===== src/rtl/addsub_serial_if.sv =====
// rtl/addsub_serial_if.sv - start/operand/result bundle for the digit-serial adder/subtractor
interface addsub_serial_if #(
    parameter int WIDTH = 16
);
    logic             start;
    logic             op_sub;
    logic [WIDTH-1:0] a;
    logic [WIDTH-1:0] b;
    logic             busy;
    logic             done;
    logic [WIDTH-1:0] result;
    logic             carry;
    logic             borrow;
    logic             zero;
    logic             overflow;

    modport master (
        output start, op_sub, a, b,
        input  busy, done, result, carry, borrow, zero, overflow
    );

    modport slave (
        input  start, op_sub, a, b,
        output busy, done, result, carry, borrow, zero, overflow
    );
endinterface


===== src/rtl/addsub_serial.sv =====
// rtl/addsub_serial.sv - digit-serial two's-complement add/sub, LSD first; ADDSUB_SAT_EN selects saturating result
module addsub_serial #(
    parameter int WIDTH = 16,
    parameter int DIGIT = 4
) (
    input logic          clk,
    input logic          rst_n,
    addsub_serial_if.slave bus
);
    localparam int N  = WIDTH / DIGIT;
    localparam int CW = (N > 1) ? $clog2(N) : 1;

    typedef enum logic {IDLE, RUN} state_t;
    state_t state, state_nxt;

    logic [WIDTH-1:0] a_sh, b_sh, res_sh;
    logic [CW-1:0]    cnt;
    logic             c_q, op_q, a_s, b_s;

    logic             accept, last, r_s, ov;
    logic [DIGIT:0]   dsum;
    logic [WIDTH-1:0] res_full, res_fin;

    logic             done_q, carry_q, borrow_q, zero_q, ov_q;
    logic [WIDTH-1:0] result_q;

    assign accept = (state == IDLE) && bus.start;
    assign last   = (cnt == CW'(N - 1));

    always_comb begin
        dsum     = {1'b0, a_sh[DIGIT-1:0]} + {1'b0, b_sh[DIGIT-1:0]} + {{DIGIT{1'b0}}, c_q};
        // New slice enters at the top so after N shifts the LSD sits at bit 0.
        res_full = (res_sh >> DIGIT) | (WIDTH'(dsum[DIGIT-1:0]) << (WIDTH - DIGIT));
        r_s      = res_full[WIDTH-1];
        ov       = op_q ? ((a_s != b_s) && (r_s != a_s))
                        : ((a_s == b_s) && (r_s != a_s));
`ifdef ADDSUB_SAT_EN
        res_fin  = ov ? (a_s ? {1'b1, {(WIDTH-1){1'b0}}} : {1'b0, {(WIDTH-1){1'b1}}}) : res_full;
`else
        res_fin  = res_full;
`endif
    end

    always_ff @(posedge clk or negedge rst_n) begin
        if (!rst_n) state <= IDLE;
        else        state <= state_nxt;
    end

    always_comb begin
        state_nxt = state;
        case (state)
            IDLE:    if (bus.start) state_nxt = RUN;
            RUN:     if (last)      state_nxt = IDLE;
            default: state_nxt = IDLE;
        endcase
    end

    always_ff @(posedge clk or negedge rst_n) begin
        if (!rst_n) begin
            a_sh   <= '0;
            b_sh   <= '0;
            res_sh <= '0;
            cnt    <= '0;
            c_q    <= 1'b0;
            op_q   <= 1'b0;
            a_s    <= 1'b0;
            b_s    <= 1'b0;
        end else if (accept) begin
            // B is inverted and the carry seeded with op_sub: a - b == a + ~b + 1.
            a_sh   <= bus.a;
            b_sh   <= bus.b ^ {WIDTH{bus.op_sub}};
            c_q    <= bus.op_sub;
            op_q   <= bus.op_sub;
            a_s    <= bus.a[WIDTH-1];
            b_s    <= bus.b[WIDTH-1];
            cnt    <= '0;
        end else if (state == RUN) begin
            a_sh   <= a_sh >> DIGIT;
            b_sh   <= b_sh >> DIGIT;
            c_q    <= dsum[DIGIT];
            res_sh <= res_full;
            cnt    <= cnt + CW'(1);
        end
    end

    always_ff @(posedge clk or negedge rst_n) begin
        if (!rst_n) begin
            done_q   <= 1'b0;
            result_q <= '0;
            carry_q  <= 1'b0;
            borrow_q <= 1'b0;
            zero_q   <= 1'b0;
            ov_q     <= 1'b0;
        end else begin
            done_q <= 1'b0;
            if (state == RUN && last) begin
                done_q   <= 1'b1;
                result_q <= res_fin;
                carry_q  <= dsum[DIGIT];
                borrow_q <= op_q & ~dsum[DIGIT];
                zero_q   <= (res_fin == '0);
                ov_q     <= ov;
            end
        end
    end

    assign bus.busy     = (state == RUN);
    assign bus.done     = done_q;
    assign bus.result   = result_q;
    assign bus.carry    = carry_q;
    assign bus.borrow   = borrow_q;
    assign bus.zero     = zero_q;
    assign bus.overflow = ov_q;
endmodule


===== src/flat_wrapper.sv =====
// flat-port wrapper written by rule: the top's interface ports become plain ports
module addsub_serial_flat 
#(
    parameter int WIDTH = 16,
    parameter int DIGIT = 4
)
  (clk, rst_n, bus_start, bus_op_sub, bus_a, bus_b, bus_busy, bus_done, bus_result, bus_carry, bus_borrow, bus_zero, bus_overflow);
  addsub_serial_if #(.WIDTH(WIDTH)) bus_i ();
  input logic clk;
  input logic rst_n;
  input wire logic [$bits(bus_i.start)-1:0] bus_start;
  input wire logic [$bits(bus_i.op_sub)-1:0] bus_op_sub;
  input wire logic [$bits(bus_i.a)-1:0] bus_a;
  input wire logic [$bits(bus_i.b)-1:0] bus_b;
  output wire logic [$bits(bus_i.busy)-1:0] bus_busy;
  output wire logic [$bits(bus_i.done)-1:0] bus_done;
  output wire logic [$bits(bus_i.result)-1:0] bus_result;
  output wire logic [$bits(bus_i.carry)-1:0] bus_carry;
  output wire logic [$bits(bus_i.borrow)-1:0] bus_borrow;
  output wire logic [$bits(bus_i.zero)-1:0] bus_zero;
  output wire logic [$bits(bus_i.overflow)-1:0] bus_overflow;
  assign bus_i.start = bus_start;
  assign bus_i.op_sub = bus_op_sub;
  assign bus_i.a = bus_a;
  assign bus_i.b = bus_b;
  assign bus_busy = bus_i.busy;
  assign bus_done = bus_i.done;
  assign bus_result = bus_i.result;
  assign bus_carry = bus_i.carry;
  assign bus_borrow = bus_i.borrow;
  assign bus_zero = bus_i.zero;
  assign bus_overflow = bus_i.overflow;
  addsub_serial #(.WIDTH(WIDTH), .DIGIT(DIGIT)) u_core (.clk(clk), .rst_n(rst_n), .bus(bus_i));
endmodule

===== config.mk =====
export PLATFORM = sky130hd
export DESIGN_NAME = addsub_serial_flat
export DESIGN_NICKNAME = d
export VERILOG_FILES = /design/src/rtl/addsub_serial_if.sv /design/src/rtl/addsub_serial.sv /design/src/flat_wrapper.sv
export SDC_FILE = /design/constraint.sdc
export NUM_CORES = 1
export LEC_CHECK = 0
export CORE_MARGIN = 5
export CORE_UTILIZATION = 56
export DETAILED_ROUTE_END_ITERATION = 16
export GPL_TIMING_DRIVEN = 0
export PLACE_DENSITY = 0.94
export SLEW_MARGIN = 20
export SYNTH_ARGS = -nofsm -noshare
export SYNTH_HDL_FRONTEND = slang
export SYNTH_SLANG_ARGS = --single-unit

===== constraint.sdc =====
create_clock -name clk -period 3.4 [get_ports clk]
set_input_delay 0.68 -clock clk [delete_from_list [all_inputs] [get_ports clk]]
set_output_delay 0.68 -clock clk [all_outputs]
set_load 0.03 [all_outputs]

# ---- Word-level counts from Yosys, hierarchy flattened
# Index checks and enable logic that the tools add are counted.
dict set report word_totals {
  output_inout_bits 22
  reg_bits 76
  elab_cells 48
  in_bits 36
}
dict set report classes {
  eq_ne 4
  bitwise_logic 6
  reduce_logical 7
  add_sub_neg 3
  n_mux 13
}
# cell count
set op_table {}
lappend op_table {{$mux W16} 4}
lappend op_table {{$logic_not A16 Y1} 1}
lappend op_table {{$or A12 B16 Y16} 1}
lappend op_table {{$xor A16 B16 Y16} 1}
lappend op_table {{$mux W1} 6}
lappend op_table {{$add A4 B4 Y5} 1}
lappend op_table {{$add A5 B1 Y5} 1}
lappend op_table {{$logic_and A1 B1 Y1} 4}
lappend op_table {{$mux W2} 2}
lappend op_table {{$not A1 Y1} 3}
lappend op_table {{$add A2 B1 Y2 const B} 1}
lappend op_table {{$eq A2 B2 Y1 const B} 1}
lappend op_table {{$ne A1 B1 Y1} 2}
lappend op_table {{$pmux W1 S2} 1}
lappend op_table {{$reduce_and A2 Y1} 1}
lappend op_table {{$reduce_bool A2 Y1} 1}
lappend op_table {{$and A1 B1 Y1} 1}
lappend op_table {{$eq A1 B1 Y1} 1}

# ---- Longest topological paths before layout
# Gate-level depths: netlist of run 1.
dict set report depth {
  ltp_word 6
  ltp_mapped 7
  mapped_depth_nobuf 7
}

# ---- Worst setup path before layout of run 1
# OpenSTA, ideal clock, no wires.
dict set report synth_path {
  path_kind {register to register}
  from {reg u_core.c_q}
  to {reg u_core.ov_q (netlist: u_core.bus.overflow)}
  arrival_ns 1.651
  stages_incl_launch_ff 6
  required_ns 3.318
  path_buffers 0
  setup_slack_ns 1.667
  setup_ns 0.082
  period_less_slack_ns 1.733
  cell_sequence {dfrtp_1 > fa_1 > nand3_1 > a21oi_1 > or4_1 > a31oi_1}
}
dict set report synth_between {
  elab_chain_len 5
  elab_cells_between_ends 6
  classes_between {1 x add/sub; 1 x eq/ne; 1 x mux; 1 x bitwise; 2 x reduce/logical}
}
# item line
set synth_lines {}
lappend synth_lines {{start, declared} addsub_serial.sv:18} ;# logic c_q, op_q, a_s, b_s;
lappend synth_lines {{start signal, assigned} addsub_serial.sv:72} ;# c_q <= bus.op_sub;
lappend synth_lines {{start signal, assigned} addsub_serial.sv:80} ;# c_q <= dsum[DIGIT];
lappend synth_lines {{$add A5 B1 Y5 *} addsub_serial.sv:31} ;# dsum = {1'b0, a_sh[DIGIT-1:0]} + {1'b0, b_sh[DIGIT-1:0]} + {{DIGIT{1'b0}}, c_q};
lappend synth_lines {{$or A12 B16 Y16 *} addsub_serial.sv:33} ;# res_full = (res_sh >> DIGIT) | (WIDTH'(dsum[DIGIT-1:0]) << (WIDTH - DIGIT));
lappend synth_lines {{$ne A1 B1 Y1 *} {addsub_serial.sv:35, addsub_serial.sv:36}}
lappend synth_lines {{$logic_and A1 B1 Y1, on equally long branches} {addsub_serial.sv:36, addsub_serial.sv:35}}
lappend synth_lines {{$mux W1 *} addsub_serial.sv:35} ;# ov = op_q ? ((a_s != b_s) && (r_s != a_s))
lappend synth_lines {{end signal, assigned} addsub_serial.sv:102} ;# ov_q <= ov;
lappend synth_lines {{end, declared} addsub_serial.sv:24} ;# logic done_q, carry_q, borrow_q, zero_q, ov_q;
# Every way passes the cells marked *; elsewhere a longest branch is shown, timed or not.
# A chain may end at the register's enable or synchronous reset.

# ---- Worst setup path in the final report of run 1
dict set report layout_path {
  from {reg u_core.result_q[7] (netlist: u_core.bus.result[7])}
  to {out bus_result[7]}
}
# item line
set layout_lines {}
lappend layout_lines {{start, declared} addsub_serial.sv:25} ;# logic [WIDTH-1:0] result_q;
lappend layout_lines {{start signal, assigned} addsub_serial.sv:98} ;# result_q <= res_fin;
lappend layout_lines {{end, declared} flat_wrapper.sv:17} ;# output wire logic [$bits(bus_i.result)-1:0] bus_result;
# No word-level cell between the ends.

==> results of run 1 <==
## report_power, final
group | internal [W] | switching [W]
Combinational | 0.000714 | 0.000858
Clock | 0.000332 | 0.000314
Sequential | 0.00124 | 0.000256
Total | 0.00229 | 0.00143
## synth_stat cells, drive strengths merged (2+ instances only)
master / count
dfrtp: 72
nand2: 55
o21ai: 44
mux2: 23
mux2i: 16
xnor2: 16
nor2: 11
buf: 9
clkbuf: 9
inv: 7
a211oi: 5
a21oi: 4
ha: 4
fa: 2
nor2b: 2
nor4: 2
or4: 2
xor2: 2
## kinds of logic after synthesis
family / share of synthesized area, %
AOI/OAI and AO/OA: 10.09
xor gates and xnor gates: 4.887
adders and majority gates: 2.793
buffers and inverters: 3.297
DFF: 55.86
muxes: 12.99
and+or+nand+nor: 10.09
## cell type report
class / count / area, um2 / share of cell area (%)
buffer: 18 / 80.08 / 1.967
timing repair buffer: 56 / 568.0 / 13.96
clock buffer: 9 / 123.9 / 3.043
clock inverter: 7 / 62.56 / 1.537
inverter: 7 / 26.28 / 0.6456
multi-input combinational: 199 / 1318 / 32.37
tap: 72 / 90.09 / 2.213
sequential: 72 / 1802 / 44.27
## flip-flops by register name (all words and copies together), names as in the netlist, 2 cells and up
name and cells:
u_core.a_sh 16, u_core.res_sh 12, u_core.cnt 2, u_core.bus.result 16, u_core.b_sh 16
## worst min path at each step
stage	slack (ns)	from	cells after the start	endpoint
6_report	0.28	rst_n	1	u_core.bus.overflow
5_1_grt	0.30	rst_n	1	u_core.res_sh[5]
4_1_cts	0.28	rst_n	1	u_core.bus.overflow
3_5_place_dp	0.46	u_core.b_sh[9]	2	u_core.b_sh[5]
3_3_place_gp	0.45	u_core.b_sh[9]	2	u_core.b_sh[5]
2_1_floorplan	0.38	rst_n	0	u_core.a_s
## per-stage QoR
step	hold slack, ns	instance area [um2]	worst slack [ns]
2_1_floorplan	0.3844	3226	1.667
3_3_place_gp	0.4548	3866	-0.6256
3_5_place_dp	0.4648	3884	1.447
4_1_cts	0.2772	4070	1.273
5_1_grt	0.2980	4070	1.237
6_report	0.2762	4070	1.287
## routing by layer
| layer | share of wire (%) | vias up | wire (um) | track usage, % |
|---|---|---|---|---|
| met3 | 5.8 | 20 | 394 | 5.091 |
| met2 | 50 | 78 | 3442 | 33.15 |
| met1 | 41 | 1155 | 2836 | 24.76 |
| met5 | 0 | - | 0 | 0 |
| li1 | - | 1145 | - | - |
| met4 | 2.4 | 0 | 166 | 8.058 |
==> metrics.cfg, run 1 <==
[run_status]
status = completed

[die]
row_count = 27
fp.dieArea_mm2 = 0.007378
initial_utilization_pct = 58.22
coreArea_mm2 = 0.005540
dieHeight_um = 85.90
io_pins = 58
die_w_um = 85.90

[critical_path]
critPathMaxFanout = 2
r2r-start = u_core.c_q
rr_worst_depth = 7
rrSetupSlack_ns = 1.41
cp_num_buf_inv = 1
path_depth = 1
startpoint = u_core.bus.result[7]
cp.required_ns = 2.72
critical_path.top_delay_family = buffers and inverters
critPathSlowestCell = clkdlybuf4s50_1
cp-start-kind = register
worstPathCellList = clkdlybuf4s50_1
worstReg2RegEnd = u_core.bus.borrow
setup.worst_path.class = register to output port
endpoint = bus_result[7]
worstPathArrival_ns = 1.43
max_stage_delay_ns = 0.72
end_kind = output port

[sta]
finalCritPeriodShare_pct = 62.14
fin_skew_ns = 0.004888
fin_crit_ns = 2.113
slew_headroom_pct = 66.63
rsz0062_at_grt = no
maxSlewViolCount = 0
hold_viol_final = 0
tightest_slew_ns = 0.5005
report.final.setup_viol = 0
max_freq_mhz = 473.3
tns_ns = 0

[grt]
grt-ovfl-total = 0
grt_pass1_vias = 2400
track_usage_pct = 19.91
grt_first_pass_wirelength_um = 11420
grt_max_degree = 39
antenna_found_initial = 0

[place]
place_inst = 424
place.gp.congestion = 0.8249
dp_hpwl_um = 5000
port_buffers = 55

[final_layout]
n_antenna_cell = 0
area_growth_pct = 26.18
nFillCells = 383
drive_gt1_share_pct = 14.13
layout_commonest_cell = dfrtp_1
final_cell_mix = 72 x dfrtp_1, 55 x nand2_1, 54 x clkdlybuf4s50_1
fin_nets = 405
final_cells = 440
postLayoutCoreUtil_pct = 73.46

[clocking]
hold_buffers = 0
clkSlewWorstSetupHoldPaths_ns = 0.08
numCtsBuffers = 9
cts_root_buffer = clkbuf_8
cts.sinks = 72
cts_resized = 0
cts_tree = yes
clkLatencyLatePin_ns = 0.34
cts_setup_buffers = 0
clockBufferDepth = 2
htree_num_levels = 3

[yosys]
yosys_most_used_dff = dfrtp_1
avgSynthCellArea_um2 = 10.90
syn_area_mm2 = 0.003226
ys_seq_elements = 72
synthCells = 296
synth_nets = 338
ys_async_sr_fraction_pct = 100.0
synth-edff-count = 0
ys_types = 31
synth_top_area_share_pct = 55.86
ys_warn_count = 0
yosysSeqAreaShare_pct = 55.86
synth_area_leader_cell = dfrtp_1
synth_area_leaders = dfrtp_1 56%, mux2_2 8.0%, o21ai_0 6.8%, nand2_1 6.4%, mux2i_1 5.0%

[power_and_ir_drop]
ir_drop_mv = 0.5707
p_total_w = 0.003719
powerDensity_mw_per_mm2 = 913.7
power.leakage_nw = 1.809

[worst_hold_path]
worstHoldPathType = primary input to asynchronous set/reset pin

[run]
maxCapViolations = 0

[routing]
vias = 2398
drt-initial-drc-count = 75
wire_per_inst_um = 15.54
via_per_inst = 5.450
dr.pass1.iters = 4
wirelength_um = 6839
drc = 0
antenna_left = 0

(Power assumes the default switching activity.)
==> run 2: changes to the inputs <==
--- a/config.mk
+++ b/config.mk
@@ -6,10 +6,10 @@
 export NUM_CORES = 1
 export LEC_CHECK = 0
 export CORE_MARGIN = 5
-export CORE_UTILIZATION = 56
+export CORE_UTILIZATION = 52
 export DETAILED_ROUTE_END_ITERATION = 16
 export GPL_TIMING_DRIVEN = 0
-export PLACE_DENSITY = 0.94
+export PLACE_DENSITY = 0.89
 export SLEW_MARGIN = 20
 export SYNTH_ARGS = -nofsm -noshare
 export SYNTH_HDL_FRONTEND = slang
==> constraint.sdc (replaced) <==
create_clock -name clk -period 2 [get_ports clk]
set_input_delay 0.4 -clock clk [delete_from_list [all_inputs] [get_ports clk]]
set_output_delay 0.4 -clock clk [all_outputs]
set_load 0.03 [all_outputs]
==> run 2 against run 1 <==
  * Hold slack got worse by 0.27 ns
  * Wire length rose by 4.6%
  * Non-clock buffer count did not move
  * Clock skew rose by 0.0064 ns
  * Clock-buffer cell count rose by 1
  * Setup slack got worse by 1.2 ns
  * Global-route usage fell by 0.28 points
  * Via count rose by 0.63%
  * Cell count rose by 0.68%
  * Sequential share of layout area fell by 0.32 points
  * Clock power rose by 83%
  * Highest routed layer unchanged
==> metrics.cfg, run 2 (synthesized netlist as in run 1, its figures left out) <==
[run_status]
status = completed

[power_and_ir_drop]
power.leakage_nw = 1.811
pwr-share-seq_pct = 39.5
power_frac_clock_pct = 18.4
powerDensity_mw_per_mm2 = 1573
switching_share_pct = 38.75
switchingPower_w = 0.002499
ir_drop_mv = 0.9282
p_int_w = 0.003950
power_frac_comb_pct = 42.1

[die]
row_count = 28
dieHeight_um = 88.76
initial_utilization_pct = 53.84
coreArea_mm2 = 0.005991
die_w_um = 88.76
io_pins = 58
fp.dieArea_mm2 = 0.007878

[sta]
finalCritPeriodShare_pct = 94.42
fin_skew_ns = 0.01126
rsz0062_at_grt = no
fin_ws_ns = 0.1116
tightest_slew_ns = 0.4994
hold_viol_final = 0
maxSlewViolCount = 0
slew_headroom_pct = 66.70
fin_crit_ns = 1.888
max_freq_mhz = 529.6
report.final.setup_viol = 0
tns_ns = 0

[critical_path]
r2r-start = u_core.c_q
setup.worst_path.class = register to register
max_stage_delay_ns = 0.51
worstPathCellList = fa_1 > nand3_1 > a21oi_1 > or4_1 > a31oi_1
worstReg2RegEnd = u_core.bus.overflow
cp-start-kind = register
worstPathArrival_ns = 2.15
cp.required_ns = 2.26
rrSetupSlack_ns = 0.11
rr_worst_depth = 5
end_kind = register
critPathSlowestCell = or4_1
critPathMaxFanout = 4

[clocking]
clockBufferDepth = 2
cts_root_buffer = clkbuf_8
clkSlewWorstSetupHoldPaths_ns = 0.08
hold_buffers = 0
cts_setup_buffers = 0
numCtsBuffers = 9
clkLatencyLatePin_ns = 0.35
htree_num_levels = 3
cts_tree = yes
cts.sinks = 72

[place]
placed_area_mm2 = 0.003887
dp_hpwl_um = 5092
place_inst = 427
place_ws_ns = 0.06638
port_buffers = 55
place.gp.congestion = 0.8944

[routing]
drt-initial-drc-count = 110
drc = 0
wirelength_um = 7154
wire_per_inst_um = 16.15
vias = 2413
antenna_left = 0
via_per_inst = 5.447
dr.pass1.iters = 4

[final_layout]
nFillCells = 449
area_growth_pct = 27.11
drive_gt1_share_pct = 14.67
design_area_mm2 = 0.004100
final_cell_mix = 72 x dfrtp_1, 55 x nand2_1, 54 x clkdlybuf4s50_1
final_cells = 443
fin_nets = 405
postLayoutCoreUtil_pct = 68.44
layout_commonest_cell = dfrtp_1
n_antenna_cell = 0

[grt]
grt_pass1_vias = 2409
grt_first_pass_wirelength_um = 11660
track_usage_pct = 19.63
grt_max_degree = 38
antenna_found_initial = 0
grt-ovfl-total = 0

[worst_hold_path]
worstHoldPathType = primary input to asynchronous set/reset pin

[run]
maxCapViolations = 0

==> run 2: final cells by class <==
cell class	count	area, um2	area share [%]
clock inverters	6	67.56	1.648
multi-input cells	199	1325	32.32
well taps	75	93.84	2.289
inverters	7	26.28	0.6408
repair buffers	56	568.0	13.85
clock buffers	10	137.6	3.357
plain buffers	18	80.08	1.953
flip-flops and latches	72	1802	43.94
==> run 2: per-stage QoR <==
stage	hold slack [ns]	power [W]
5_1_grt	0.04720	0.006850
3_3_place_gp	0.4561	0.005092
2_1_floorplan	0.1044	0.004248
4_1_cts	0.01382	0.006452
3_5_place_dp	0.3879	0.005259
6_report	0.005847	0.006449
==> run 2: routing by layer <==
metal | track usage (%) | vias to the layer above | part of all wire, %
met1 | 24.52 | 1166 | 42
met3 | 3.818 | 21 | 6.0
li1 | - | 1145 | -
met5 | 0 | - | 0
met2 | 32.66 | 81 | 50
met4 | 9.478 | 0 | 2.7
==> run 2: power by group through the flow <==
| stage | Clock (W) | Combinational, W | Sequential [W] |
|---|---|---|---|
| after global placement | 0 | 0.00257 | 0.00252 |
| after global routing | 0.00124 | 0.00298 | 0.00263 |
| after CTS | 0.00119 | 0.00271 | 0.00255 |
| after detailed placement | 0 | 0.00268 | 0.00258 |
| final | 0.00118 | 0.00271 | 0.00255 |
| after floorplan | 0 | 0.00140 | 0.00285 |
==> run 2: what timing repair did <==
item	in CTS	in global routing
endpoints found under the hold margin	0	0
endpoints found under the setup margin	0	4
resized for setup	0	2
==> run 2: worst max path at each step <==
stage               slack (ns)  cells past startpoint        from                  end
global placement         -1.79                      1       rst_n      u_core.a_sh[12]
detailed placement        0.07                      7  u_core.c_q           u_core.c_q
floorplan                 0.27                      5  u_core.c_q  u_core.bus.overflow
CTS                       0.04                      7  u_core.c_q    u_core.bus.borrow
global route              0.01                      6  u_core.c_q      u_core.bus.zero
finish                    0.11                      5  u_core.c_q  u_core.bus.overflow
==> run 2: critical path, delay by kind of cell (launching register included) <==
family                     cells  cell delay, ns
AOI/OAI and AO/OA              2            0.29
DFF                            1            0.42
adders and majority gates      1            0.46
and+or+nand+nor                2            0.63
==> run 3: changes to the inputs <==
==> constraint.sdc (replaced) <==
create_clock -name clk -period 1.76 [get_ports clk]
set_input_delay 0.352 -clock clk [delete_from_list [all_inputs] [get_ports clk]]
set_output_delay 0.352 -clock clk [all_outputs]
set_load 0.03 [all_outputs]
==> run 3 against run 2 <==
  * The flow now finishes with violations (setup timing)
  * Largest power group unchanged
  * Sequential share of layout area is 1.2 points lower
  * Flip-flop and latch count stayed put
  * Setup slack got worse by 0.18 ns
  * Critical endpoint is now u_core.bus.borrow
==> metrics.cfg, run 3 (synthesized netlist as in run 1, its figures left out) <==
[run_status]
status = finished with violations
violations = setup timing

[clocking]
clockBufferDepth = 2
clkSlewWorstSetupHoldPaths_ns = 0.08
cts.sinks = 72
cts_root_buffer = clkbuf_8
cts_tree = yes
clkLatencyLatePin_ns = 0.35
numCtsBuffers = 9
htree_num_levels = 3

[place]
port_buffers = 55
place_inst = 427
place_ws_ns = -0.1736
place.gp.congestion = 0.8944
placed_area_mm2 = 0.003887
dp_hpwl_um = 5092

[die]
io_pins = 58
die_w_um = 88.76
dieHeight_um = 88.76
coreArea_mm2 = 0.005991
initial_utilization_pct = 53.84
row_count = 28
fp.dieArea_mm2 = 0.007878

[power_and_ir_drop]
powerDensity_mw_per_mm2 = 1829
power.leakage_nw = 1.939
ir_drop_mv = 1.059

[grt]
grt_max_degree = 38
grt-ovfl-total = 0
track_usage_pct = 20.57
grt_pass1_vias = 2456
grt_first_pass_wirelength_um = 12150
antenna_found_initial = 0

[critical_path]
end_kind = register
worstPathArrival_ns = 2.11
endpoint = u_core.bus.borrow
cp.required_ns = 2.05
worstPathCellList = fa_2 > inv_2 > fa_2 > inv_2 > a21o_2 > a21oi_4 > a31o_2
max_stage_delay_ns = 0.43
path_depth = 7
rr_worst_depth = 7
rrSetupSlack_ns = -0.07
cp_num_buf_inv = 2
worstReg2RegEnd = u_core.bus.borrow
r2r-start = u_core.c_q
critPathSlowestCell = dfrtp_1
setup.worst_path.class = register to register
critical_path.top_delay_family = adder cells
cp-start-kind = register
critPathMaxFanout = 3
startpoint = u_core.c_q

[sta]
fin_ws_ns = -0.06917
fin_crit_ns = 1.829
hold_viol_final = 0
fin_skew_ns = 0.009417
rsz0062_at_grt = yes
maxSlewViolCount = 0
max_freq_mhz = 546.7
finalCritPeriodShare_pct = 103.9
tns_ns = -0.2247
tightest_slew_ns = 0.5036
slew_headroom_pct = 66.43
report.final.setup_viol = 5

[final_layout]
drive_gt1_share_pct = 17.96
seq_area_mm2 = 0.001802
design_area_mm2 = 0.004218
multi_input_area_mm2 = 0.001378
final_cells = 448
area_growth_pct = 30.76
postLayoutCoreUtil_pct = 70.41
n_antenna_cell = 0
final_cell_mix = 72 x dfrtp_1, 55 x nand2_1, 44 x clkdlybuf4s50_1
nFillCells = 426
fin_nets = 410
layout_commonest_cell = dfrtp_1

[routing]
drc = 0
dr.pass1.iters = 4
wire_per_inst_um = 17.18
wirelength_um = 7698
vias = 2513
via_per_inst = 5.609
drt-initial-drc-count = 108
antenna_left = 0

[run]
maxCapViolations = 0

[worst_hold_path]
worstHoldPathType = register to register

[run 3: cell types whose count changed in the layout (fill, tap and decap cells not counted), sizes merged]
cell / previous run / this run
dlygate4sd3: 0 / 1
clkdlybuf4s50: 54 / 44
dlymetal6s2s: 0 / 10
buf: 11 / 15
[run 3: worst min-delay path by stage]
stage	from	end	slack, ns	cells past startpoint
after global routing	u_core.cnt[0]	u_core.cnt[0]	0.52	1
after global placement	u_core.b_sh[9]	u_core.b_sh[5]	0.46	2
after CTS	u_core.b_sh[9]	u_core.b_sh[5]	0.48	2
final	u_core.b_sh[7]	u_core.b_sh[3]	0.48	2
after detailed placement	rst_n	u_core.bus.done	0.34	1
after floorplan	rst_n	u_core.a_s	0.06	0
[run 3: cell type report]
cell class              instances  area share [%]
multi-input cells             199           32.66
clock buffers                  10           3.263
flip-flops and latches         72           42.72
repair buffers                 61           15.01
plain buffers                  18           1.899
well taps                      75           2.225
clock inverters                 6           1.602
inverters                       7          0.6230
[run 3: repair_timing]
| item | CTS | global route |
|---|---|---|
| gates cloned | 0 | 0 |
| resized for setup | 12 | 13 |
| hold buffers | 1 | 0 |
| endpoints found under the hold margin | 36 | 0 |
| pin swaps | 9 | 8 |
| setup endpoints to repair | 5 | 15 |
| setup buffers | 0 | 4 |
[run 3: stage by stage]
step	hold WS [ns]	power (W)
finish	0.4850	0.007715
global route	0.5196	0.008144
CTS	0.4822	0.007541
detailed placement	0.3399	0.005976
global placement	0.4561	0.005787
floorplan	0.05641	0.004828
[run 3: routing by layer]
layer | track usage, % | share of wire, %
met3 | 3.724 | 6.4
met1 | 25.20 | 40
met4 | 9.753 | 2.2
met2 | 35.09 | 51
met5 | 0 | 0
[run 3: report_power, final]
part / leakage [nW] / switching [W] / internal (W) / total [W]
clock: 0.0989 / 0.000653 / 0.000698 / 0.00135
combinational: 0.942 / 0.00187 / 0.00157 / 0.00344
sequential: 0.898 / 0.000526 / 0.00240 / 0.00293
[run 3: worst min-delay path, stage by stage (launching register included)]
cell	delay, ns
dfrtp_1	0.35
nand2_1	0.05
o21ai_0	0.06
